[src/rtl/phase_sched.sv]
// phase_sched: per-sample phase scheduler for a derotator.
// Accumulates a per-sample frequency increment, adds a per-symbol pilot
// correction, and hands a wrapped phase to the rotator with a one-cycle strobe.
// Optional feature macro: PHASE_SCHED_CP_ADVANCE_EN -- on each symbol boundary
// the accumulator additionally advances by 16*inc to cover the removed cyclic
// prefix. Without the macro every sample advances the accumulator by inc.
`timescale 1ns/1ps

module phase_sched #(
    parameter int PI            = 1608,
    parameter int SYM_LEN_SHIFT = 6
) (
    input  logic                     clock,
    input  logic                     reset,
    input  logic                     enable,
    input  logic                     start,
    input  logic                     stop,
    input  logic [15:0]              freq_offset,
    input  logic                     sample_in_stb,
    input  logic [15:0]              pilot_phase,
    input  logic                     pilot_phase_valid,
    output logic [15:0]              phase,
    output logic                     phase_stb,
    output logic [SYM_LEN_SHIFT-1:0] sample_idx,
    output logic [7:0]               symbol_count,
    output logic                     busy
);

    typedef enum logic [1:0] {
        S_IDLE  = 2'd0,
        S_LOAD  = 2'd1,
        S_TRACK = 2'd2
    } state_t;

    localparam logic signed [16:0] PI17     = 17'(PI);
    localparam logic signed [16:0] TWO_PI17 = 17'(2 * PI);

    // Bring a 17-bit sum of two in-range phases back into [-PI, PI].
    // Both operands are already in range, so a single correction suffices.
    function automatic logic signed [15:0] wrap(input logic signed [16:0] x);
        logic signed [16:0] y;
        if (x > PI17) begin
            y = x - TWO_PI17;
        end else if (x < -PI17) begin
            y = x + TWO_PI17;
        end else begin
            y = x;
        end
        return 16'(y);
    endfunction

    state_t             state;
    logic signed [15:0] inc;         // per-sample increment captured in LOAD
    logic signed [15:0] acc;         // running carrier phase
    logic signed [15:0] corr;        // pilot correction active this symbol
    logic signed [15:0] pend;        // newest pilot correction for next symbol
    logic               pend_valid;

    logic signed [15:0] phase_next;   // phase handed out for the current sample
    logic signed [15:0] acc_step;     // accumulator after an ordinary sample
    logic signed [15:0] acc_boundary; // accumulator after a boundary sample
    logic               boundary;     // current sample closes the symbol

    assign boundary = &sample_idx;
    assign busy     = (state != S_IDLE);

`ifdef PHASE_SCHED_CP_ADVANCE_EN
    localparam logic signed [19:0] TWO_PI20 = 20'(2 * PI);

    logic signed [19:0] inc_x16;  // 16*inc, exact in 20 bits for |inc| <= PI
    logic signed [19:0] cp_rem;   // 16*inc reduced modulo 2*PI
    logic signed [15:0] cp_adv;   // cyclic-prefix advance folded into [-PI, PI]

    // Cyclic-prefix advance depends only on inc, so it is a static function of LOAD.
    always_comb begin
        inc_x16 = {inc, 4'b0000};
        cp_rem  = inc_x16 % TWO_PI20;
        cp_adv  = wrap(17'(cp_rem));
    end
`endif

    // Next-phase arithmetic shared by every TRACK sample.
    // NOTE: every output of an always_comb gets a value on every path; a missing
    // assignment would silently become a latch.
    always_comb begin
        phase_next = wrap({acc[15], acc} + {corr[15], corr});
        acc_step   = wrap({acc[15], acc} + {inc[15], inc});
`ifdef PHASE_SCHED_CP_ADVANCE_EN
        acc_boundary = wrap({acc_step[15], acc_step} + {cp_adv[15], cp_adv});
`else
        acc_boundary = acc_step;
`endif
    end

    // Control FSM plus all datapath registers, with registered outputs.
    always_ff @(posedge clock) begin
        if (!reset) begin
            state        <= S_IDLE;
            inc          <= '0;
            acc          <= '0;
            corr         <= '0;
            pend         <= '0;
            pend_valid   <= 1'b0;
            phase        <= '0;
            phase_stb    <= 1'b0;
            sample_idx   <= '0;
            symbol_count <= '0;
        end else begin
            // NOTE: non-blocking assignments throughout, so this default is simply
            // overridden by a later assignment in the same cycle; the strobe is a
            // single-cycle pulse unless a sample is taken right now.
            phase_stb <= 1'b0;

            if (enable) begin
                unique case (state)
                    S_IDLE: begin
                        if (start && !stop) begin
                            state <= S_LOAD;
                        end
                    end

                    S_LOAD: begin
                        inc          <= freq_offset;
                        acc          <= '0;
                        corr         <= '0;
                        pend         <= '0;
                        pend_valid   <= 1'b0;
                        sample_idx   <= '0;
                        symbol_count <= '0;
                        state        <= stop ? S_IDLE : S_TRACK;
                    end

                    S_TRACK: begin
                        if (stop) begin
                            state <= S_IDLE;
                        end else if (start) begin
                            // Restart: LOAD clears acc and any pending correction.
                            state <= S_LOAD;
                        end else begin
                            if (sample_in_stb) begin
                                phase      <= phase_next;
                                phase_stb  <= 1'b1;
                                sample_idx <= sample_idx + SYM_LEN_SHIFT'(1);
                                acc        <= boundary ? acc_boundary : acc_step;
                            end

                            if (sample_in_stb && boundary) begin
                                // A pilot arriving on the boundary sample is applied
                                // directly; otherwise the pending one takes effect.
                                if (pilot_phase_valid) begin
                                    corr <= pilot_phase;
                                end else if (pend_valid) begin
                                    corr <= pend;
                                end
                                pend_valid <= 1'b0;
                                if (symbol_count != 8'hFF) begin
                                    symbol_count <= symbol_count + 8'd1;
                                end
                            end else if (pilot_phase_valid) begin
                                // Newest pilot wins; it waits for the next boundary.
                                pend       <= pilot_phase;
                                pend_valid <= 1'b1;
                            end
                        end
                    end

                    default: begin
                        state <= S_IDLE;
                    end
                endcase
            end
        end
    end

endmodule

[config.mk]
export PLATFORM = sky130hd
export DESIGN_NAME = phase_sched
export DESIGN_NICKNAME = d
export VERILOG_FILES = /design/src/rtl/phase_sched.sv
export SDC_FILE = /design/constraint.sdc
export NUM_CORES = 1
export LEC_CHECK = 0
export BUFFER_PORTS_ARGS = -buffer_cell sky130_fd_sc_hd__buf_2
export CAP_MARGIN = 15
export CORE_UTILIZATION = 60
export CTS_BUF_LIST = sky130_fd_sc_hd__clkbuf_4 sky130_fd_sc_hd__clkbuf_8
export DETAILED_ROUTE_END_ITERATION = 6
export GPL_TIMING_DRIVEN = 0
export PLACE_DENSITY = 0.82
export SYNTH_ARGS = -nofsm -noshare
export SYNTH_HDL_FRONTEND = slang
export SYNTH_SLANG_ARGS = --single-unit
[constraint.sdc]
create_clock -name clock -period 4.43 [get_ports clock]
set_input_delay 0.2215 -clock clock [delete_from_list [all_inputs] [get_ports clock]]
set_output_delay 0.2215 -clock clock [all_outputs]
set_load 0.03 [all_outputs]
==> impl_metrics.json, run 1 <==
{
  "place.gp.congestion": 0.9703,
  "hpwl_mm": 14.54,
  "period_needed_ps": 3884,
  "areaGrowthSynthToFinish_pct": 9.488,
  "cts_tree": "built",
  "grt_pass1_wl_mm": 30.66,
  "fin_ws_ps": 546.4,
  "synthArstFlopShare_pct": 0,
  "wl_mm": 18.60,
  "drcViolationCount": 1,
  "hp-class": "in2reg",
  "synth.most_common_cell": "nand2_1",
  "dp_slack_ps": 580.5,
  "post-place-cells": 1139,
  "numCtsBuffers": 9,
  "path_delay_family": "compound AO/OA/AOI/OAI gates",
  "instances_no_fill": 1155,
  "power_frac_clock_pct": 35.1,
  "netlist_area_mm2": 0.007385,
  "clkSlewWorstSetupHoldPaths_ps": 100,
  "critPathCaptureType": "flip-flop",
  "die_x_um": 112.9,
  "arrival_ps": 4150,
  "holdWs_ps": 72.57,
  "combPwrFrac_pct": 8.0,
  "wire_per_inst_um": 16.11,
  "rsz0062_at_grt": "no",
  "internal_power_w": 0.001142,
  "cts.sinks": 98,
  "worstSkewPairLatency_ps": 390,
  "synth.avg_cell_area_um2": 7.992,
  "grt_use_total_pct": 29.75,
  "ys_seq_area_share_pct": 26.57,
  "cts_hold_buf": 0,
  "hold_viol_final": 0,
  "synth-main-ff-cell": "dfxtp_1",
  "netlist_top_cells_count": "nand2_1 (117), dfxtp_1 (98), a21oi_1 (55), nor2_1 (49), nand3_1 (44)",
  "htree_levels": 3,
  "final.period_utilization_pct": 87.67,
  "grt_pass1_vias": 6493,
  "start_util_pct": 61.48,
  "clock_path_buffers": 2,
  "setup_viol": 0,
  "tightest_slew_ps": 777.0,
  "worst_path_max_delay_cell": "fa_1",
  "power_frac_seq_pct": 57.0,
  "p_sw_share_pct": 26.61,
  "grt_max_degree": 18,
  "synth.distinct_cells": 89,
  "worstPathCellList": "ha_1 > fa_1 > a211o_1 > a21o_1 > and2_1 > clkbuf_1 > inv_1 > ha_1 > nand3_1 > o21ai_0 > o32ai_1 > a211o_1 > a211oi_2 > buf_6 > mux2i_1 > o211ai_1 > a2bb2oi_1",
  "post_cts_resized": 0,
  "cp.required_ps": 4700,
  "crit_type": "reg2reg",
  "fin_util_pct": 67.31,
  "synth-edff-count": 0,
  "cp_num_buf_inv": 3,
  "antenna_found_initial": 0,
  "ant_nets": 0,
  "slew_violations": 0,
  "cts_root_buf": "clkbuf_8",
  "synth_top_area_share_pct": 26.57,
  "maxCapViolCount": 0,
  "yosys_warnings": 0,
  "port_buffers": 68,
  "postCtsSetupRepairBufs": 0,
  "ir_worst_vdd_uv": 209.2,
  "leakagePower_nw": 3.331,
  "io_pins": 71,
  "antenna_cells": 0,
  "synth_seq_cells": 98,
  "synth_nets": 1004,
  "routed_via_density": 6.252,
  "dr.pass1.iters": 7,
  "rows": 40,
  "relSlewSlack_pct": 47.85,
  "drtIter0Drc": 501,
  "cp_max_fo": 10,
  "powerDensity_mw_per_mm2": 192.5,
  "die_area_mm2": 0.01276,
  "nets": 1083,
  "drive_gt1_share_pct": 13.49,
  "cp-start-kind": "flip-flop",
  "power_switching_w": 0.0004142,
  "max_stage_delay_ps": 460,
  "fin_skew_ps": 14.82,
  "grt.overflow.total": 0,
  "vias": 7221,
  "yosys.area.top_type": "dfxtp_1",
  "design.core.area_mm2": 0.01201,
  "violations": "design-rule violations",
  "status": "finished with violations",
  "fmax_mhz": 257.5,
  "syn-instance-count": 924,
  "die_y_um": 112.9,
  "fin_setup_tns_ps": 0,
  "synth_area_leaders": "dfxtp_1 (27%), ha_1 (6.6%), nand2_1 (5.9%), a21oi_1 (3.7%), a21boi_0 (3.6%)"
}
[logic make-up after synthesis]
logic type | after synthesis | share of synthesized area (%)
AND/OR/NAND/NOR | 359 | 24.09
flip-flops | 98 | 26.57
buffers and inverters | 67 | 3.999
AO/OA/AOI/OAI | 301 | 30.70
multiplexers | 22 | 3.016
XOR/XNOR | 36 | 4.473
adder cells (fa/ha/maj) | 41 | 7.150
[registers in the layout, summed over array words and instances, names as in the netlist]
name          cells
sample_idx        6
phase            16
acc              16
symbol_count      8
corr             16
phase_stb         1
pend_valid        1
state             2
inc              16
pend             16
[cell usage in the layout, fill, tap and decap left out, types with 10 or more instances in the layout]
cell type,count
xor2_1,15
dfxtp_1,98
or3_1,10
and3_1,10
ha_1,39
nor2_1,49
nor3_1,34
o21a_1,12
inv_1,12
nand2b_1,10
a211oi_1,12
buf_2,82
and2_1,13
mux2i_1,20
nor2b_1,30
o211ai_1,24
a21o_1,11
clkbuf_1,34
o21ai_0,35
xnor2_1,19
nand3_1,44
a22oi_1,10
nand2_1,117
a21oi_1,55
a21boi_0,35
[stage by stage]
step / instance area [um^2] / power [W]
floorplan: 7385 / 0.0009858
global placement: 7909 / 0.001028
detailed placement: 7909 / 0.001029
CTS: 8085 / 0.001563
global route: 8085 / 0.001606
finish: 8085 / 0.001557
[final cells by class]
| cell class | count | area, um^2 |
|---|---|---|
| timing repair buffer | 68 | 340.3 |
| tap | 147 | 183.9 |
| inverter | 13 | 48.80 |
| sequential | 98 | 1962 |
| clock buffer | 9 | 123.9 |
| clock inverter | 7 | 52.55 |
| buffer | 54 | 246.5 |
| fill | 1068 | 3926 |
| multi-input combinational | 759 | 5127 |
[final timing paths]
kind / startpoint / end / slack [ps] / cells after the start
setup / recovery: acc[0]$_SDFFE_PN0P_ / acc[7]$_SDFFE_PN0P_ / 550 / 17
hold / removal: freq_offset[5] / inc[5]$_SDFFE_PN0P_ / 70 / 3
setup reg to reg: acc[0]$_SDFFE_PN0P_ / acc[7]$_SDFFE_PN0P_ / 550 / 17
hold reg to reg: pend[6]$_SDFFE_PN0P_ / pend[6]$_SDFFE_PN0P_ / 470 / 2
[power groups by stage]
stage / logic, W / clock network, W / registers [W]
3_5_place_dp: 0.000121 / 0 / 0.000907
3_3_place_gp: 0.000120 / 0 / 0.000907
5_1_grt: 0.000135 / 0.000584 / 0.000887
6_report: 0.000124 / 0.000546 / 0.000887
2_1_floorplan: 0.0000787 / 0 / 0.000907
4_1_cts: 0.000122 / 0.000554 / 0.000887
[per-layer routing]
layer	GRT usage (%)	routed length (um)	vias up
li1	-	-	3604
met1	39.93	8720	3361
met2	48.60	8306	217
met3	4.231	1052	39
met4	11.32	525	0
met5	0	0	-
[worst register-to-register path, cell delays in order (launching register included)]
cell	delay, ps
dfxtp_1	370
ha_1	230
fa_1	460
a211o_1	330
a21o_1	170
and2_1	150
clkbuf_1	160
inv_1	100
ha_1	140
nand3_1	70
o21ai_0	160
o32ai_1	100
a211o_1	350
a211oi_2	320
buf_6	190
mux2i_1	200
o211ai_1	100
a2bb2oi_1	140
Note: power is estimated with default switching activity, not from simulation.
==> run 2: changes to the inputs <==
--- a/config.mk
+++ b/config.mk
@@ -7,6 +7,7 @@
 export LEC_CHECK = 0
 export BUFFER_PORTS_ARGS = -buffer_cell sky130_fd_sc_hd__buf_2
 export CAP_MARGIN = 15
+export CORE_ASPECT_RATIO = 1.5
 export CORE_UTILIZATION = 60
 export CTS_BUF_LIST = sky130_fd_sc_hd__clkbuf_4 sky130_fd_sc_hd__clkbuf_8
 export DETAILED_ROUTE_END_ITERATION = 6
==> run 2 against run 1 <==
Net effect: the run now ends clean; die area barely moved; sequential share of layout area is 0.14 points lower; global-route usage increased by 0.55 points; clock-buffer cell count grew 1; flip-flop and latch count unchanged; clock power grew 18%; first-iteration DRC count down 31%; sequential power about the same; cell area is 0.59% higher; core utilization up 0.37 points; critical path type unchanged; critical endpoint unchanged; largest cell class unchanged; highest routed layer unchanged.
==> impl_metrics.json, run 2 (same netlist as run 1, synthesis figures left out) <==
{
  "fin_util_pct": 67.68,
  "arrival_ps": 4310,
  "areaGrowthSynthToFinish_pct": 10.13,
  "max_stage_delay_ps": 450,
  "period_needed_ps": 4047,
  "postCtsSetupRepairBufs": 0,
  "final.period_utilization_pct": 91.35,
  "wire_per_inst_um": 16.74,
  "cp.required_ps": 4690,
  "rr_worst_depth": 17,
  "cp_num_buf_inv": 3,
  "ant_nets": 0,
  "post-place-cells": 1145,
  "path_delay_family": "compound AO/OA/AOI/OAI gates",
  "worst_path_max_delay_cell": "fa_1",
  "drtIter0Drc": 345,
  "drcViolationCount": 0,
  "rows": 49,
  "rsz0062_at_grt": "no",
  "numCtsBuffers": 9,
  "worstPathCellList": "ha_1 > fa_1 > a211o_1 > a21o_1 > and2_1 > clkbuf_1 > inv_1 > ha_1 > nand3_1 > o21ai_0 > o32ai_1 > a211o_1 > a211oi_2 > buf_6 > mux2i_1 > o211ai_1 > a2bb2oi_1",
  "grt_max_degree": 19,
  "dr.pass1.iters": 5,
  "maxCapViolCount": 0,
  "hold_viol_final": 0,
  "leakagePower_nw": 3.352,
  "nets": 1083,
  "hpwl_mm": 15.28,
  "grt.overflow.total": 0,
  "io_pins": 71,
  "status": "finished clean",
  "clock_path_buffers": 2,
  "cp-start-kind": "flip-flop",
  "post_cts_resized": 0,
  "final_common_cell": "nand2_1",
  "wl_mm": 19.43,
  "crit_type": "reg2reg",
  "die_y_um": 137.9,
  "grt_pass1_wl_mm": 30.71,
  "grt_use_total_pct": 30.30,
  "powerDensity_mw_per_mm2": 203.2,
  "fmax_mhz": 247.1,
  "slew_violations": 0,
  "htree_levels": 3,
  "fin_skew_ps": 14.35,
  "port_buffers": 68,
  "drive_gt1_share_pct": 13.49,
  "instances_no_fill": 1161,
  "relSlewSlack_pct": 39.43,
  "antenna_cells": 0,
  "ir_worst_vdd_uv": 197.2,
  "cts_tree": "built",
  "cts_hold_buf": 0,
  "fin_setup_tns_ps": 0,
  "cts.sinks": 98,
  "clkSlewWorstSetupHoldPaths_ps": 110,
  "grt_pass1_vias": 6669,
  "design.core.area_mm2": 0.01202,
  "cts_root_buf": "clkbuf_8",
  "layout_common_cells": "nand2_1 (117), dfxtp_1 (98), buf_2 (82)",
  "worstSkewPairLatency_ps": 380,
  "crit_cells": 17,
  "critPathCaptureType": "flip-flop",
  "routed_via_density": 6.166,
  "antenna_found_initial": 0,
  "start_util_pct": 61.45,
  "setup_viol": 0,
  "hp-class": "in2reg",
  "place.gp.congestion": 0.9275,
  "cp_max_fo": 10,
  "die_x_um": 92.58,
  "die_area_mm2": 0.01276,
  "hold_path_depth": 3,
  "vias": 7159,
  "tightest_slew_ps": 902.6
}
==> run 2: through the flow <==
| step | worst slack, ps | hold WS (ps) | total power (W) | area [um^2] |
|---|---|---|---|---|
| after detailed placement | 488.3 | 455.2 | 0.001030 | 7916 |
| after global placement | 545.4 | 447.3 | 0.001029 | 7916 |
| after global routing | 176.8 | 59.47 | 0.001712 | 8133 |
| after CTS | 422.6 | 60.97 | 0.001665 | 8133 |
| final | 383.4 | 70.87 | 0.001653 | 8133 |
| after floorplan | 946.5 | 366.4 | 0.0009858 | 7385 |
==> run 2: metal layers <==
layer | track usage, % | vias to the layer above | part of all wire (%)
met4 | 14.24 | 0 | 3.5
li1 | - | 3604 | -
met2 | 58.52 | 209 | 54
met3 | 3.399 | 44 | 4.1
met1 | 32.43 | 3302 | 39
met5 | 0 | - | 0
==> run 2: path summary, 6_finish.rpt <==
path / slack [ps] / start / endpoint
worst max-delay path: 380 / acc[0]$_SDFFE_PN0P_ / acc[7]$_SDFFE_PN0P_
worst max register to register: 380 / acc[0]$_SDFFE_PN0P_ / acc[7]$_SDFFE_PN0P_
worst min-delay path: 70 / freq_offset[1] / inc[1]$_SDFFE_PN0P_
worst min register to register: 470 / pend[9]$_SDFFE_PN0P_ / pend[9]$_SDFFE_PN0P_
==> run 2: power breakdown <==
part           internal (W)  total [W]  switching [W]  leakage [nW]
Clock              0.000289   0.000642       0.000353         0.111
Sequential         0.000884   0.000887     0.00000276         0.789
Combinational     0.0000506   0.000124      0.0000738          2.45
Total               0.00122    0.00165       0.000429          3.35
==> run 2: layout make-up <==
cell class                 count  area, um^2
timing repair buffer          68       340.3
fill                        1070        3884
clock buffer                  10       137.6
inverter                      13       48.80
clock inverter                 6       78.83
buffer                        54       246.5
sequential                    98        1962
tap                          153       191.4
multi-input combinational    759        5127
==> run 2: worst register-to-register path, cell delays in order, from the launching register on <==
cell and delay [ps]:
dfxtp_1 380, ha_1 250, fa_1 450, a211o_1 320
a21o_1 180, and2_1 160, clkbuf_1 170, inv_1 110
ha_1 150, nand3_1 80, o21ai_0 170, o32ai_1 130
a211o_1 380, a211oi_2 360, buf_6 200, mux2i_1 210
o211ai_1 100, a2bb2oi_1 140
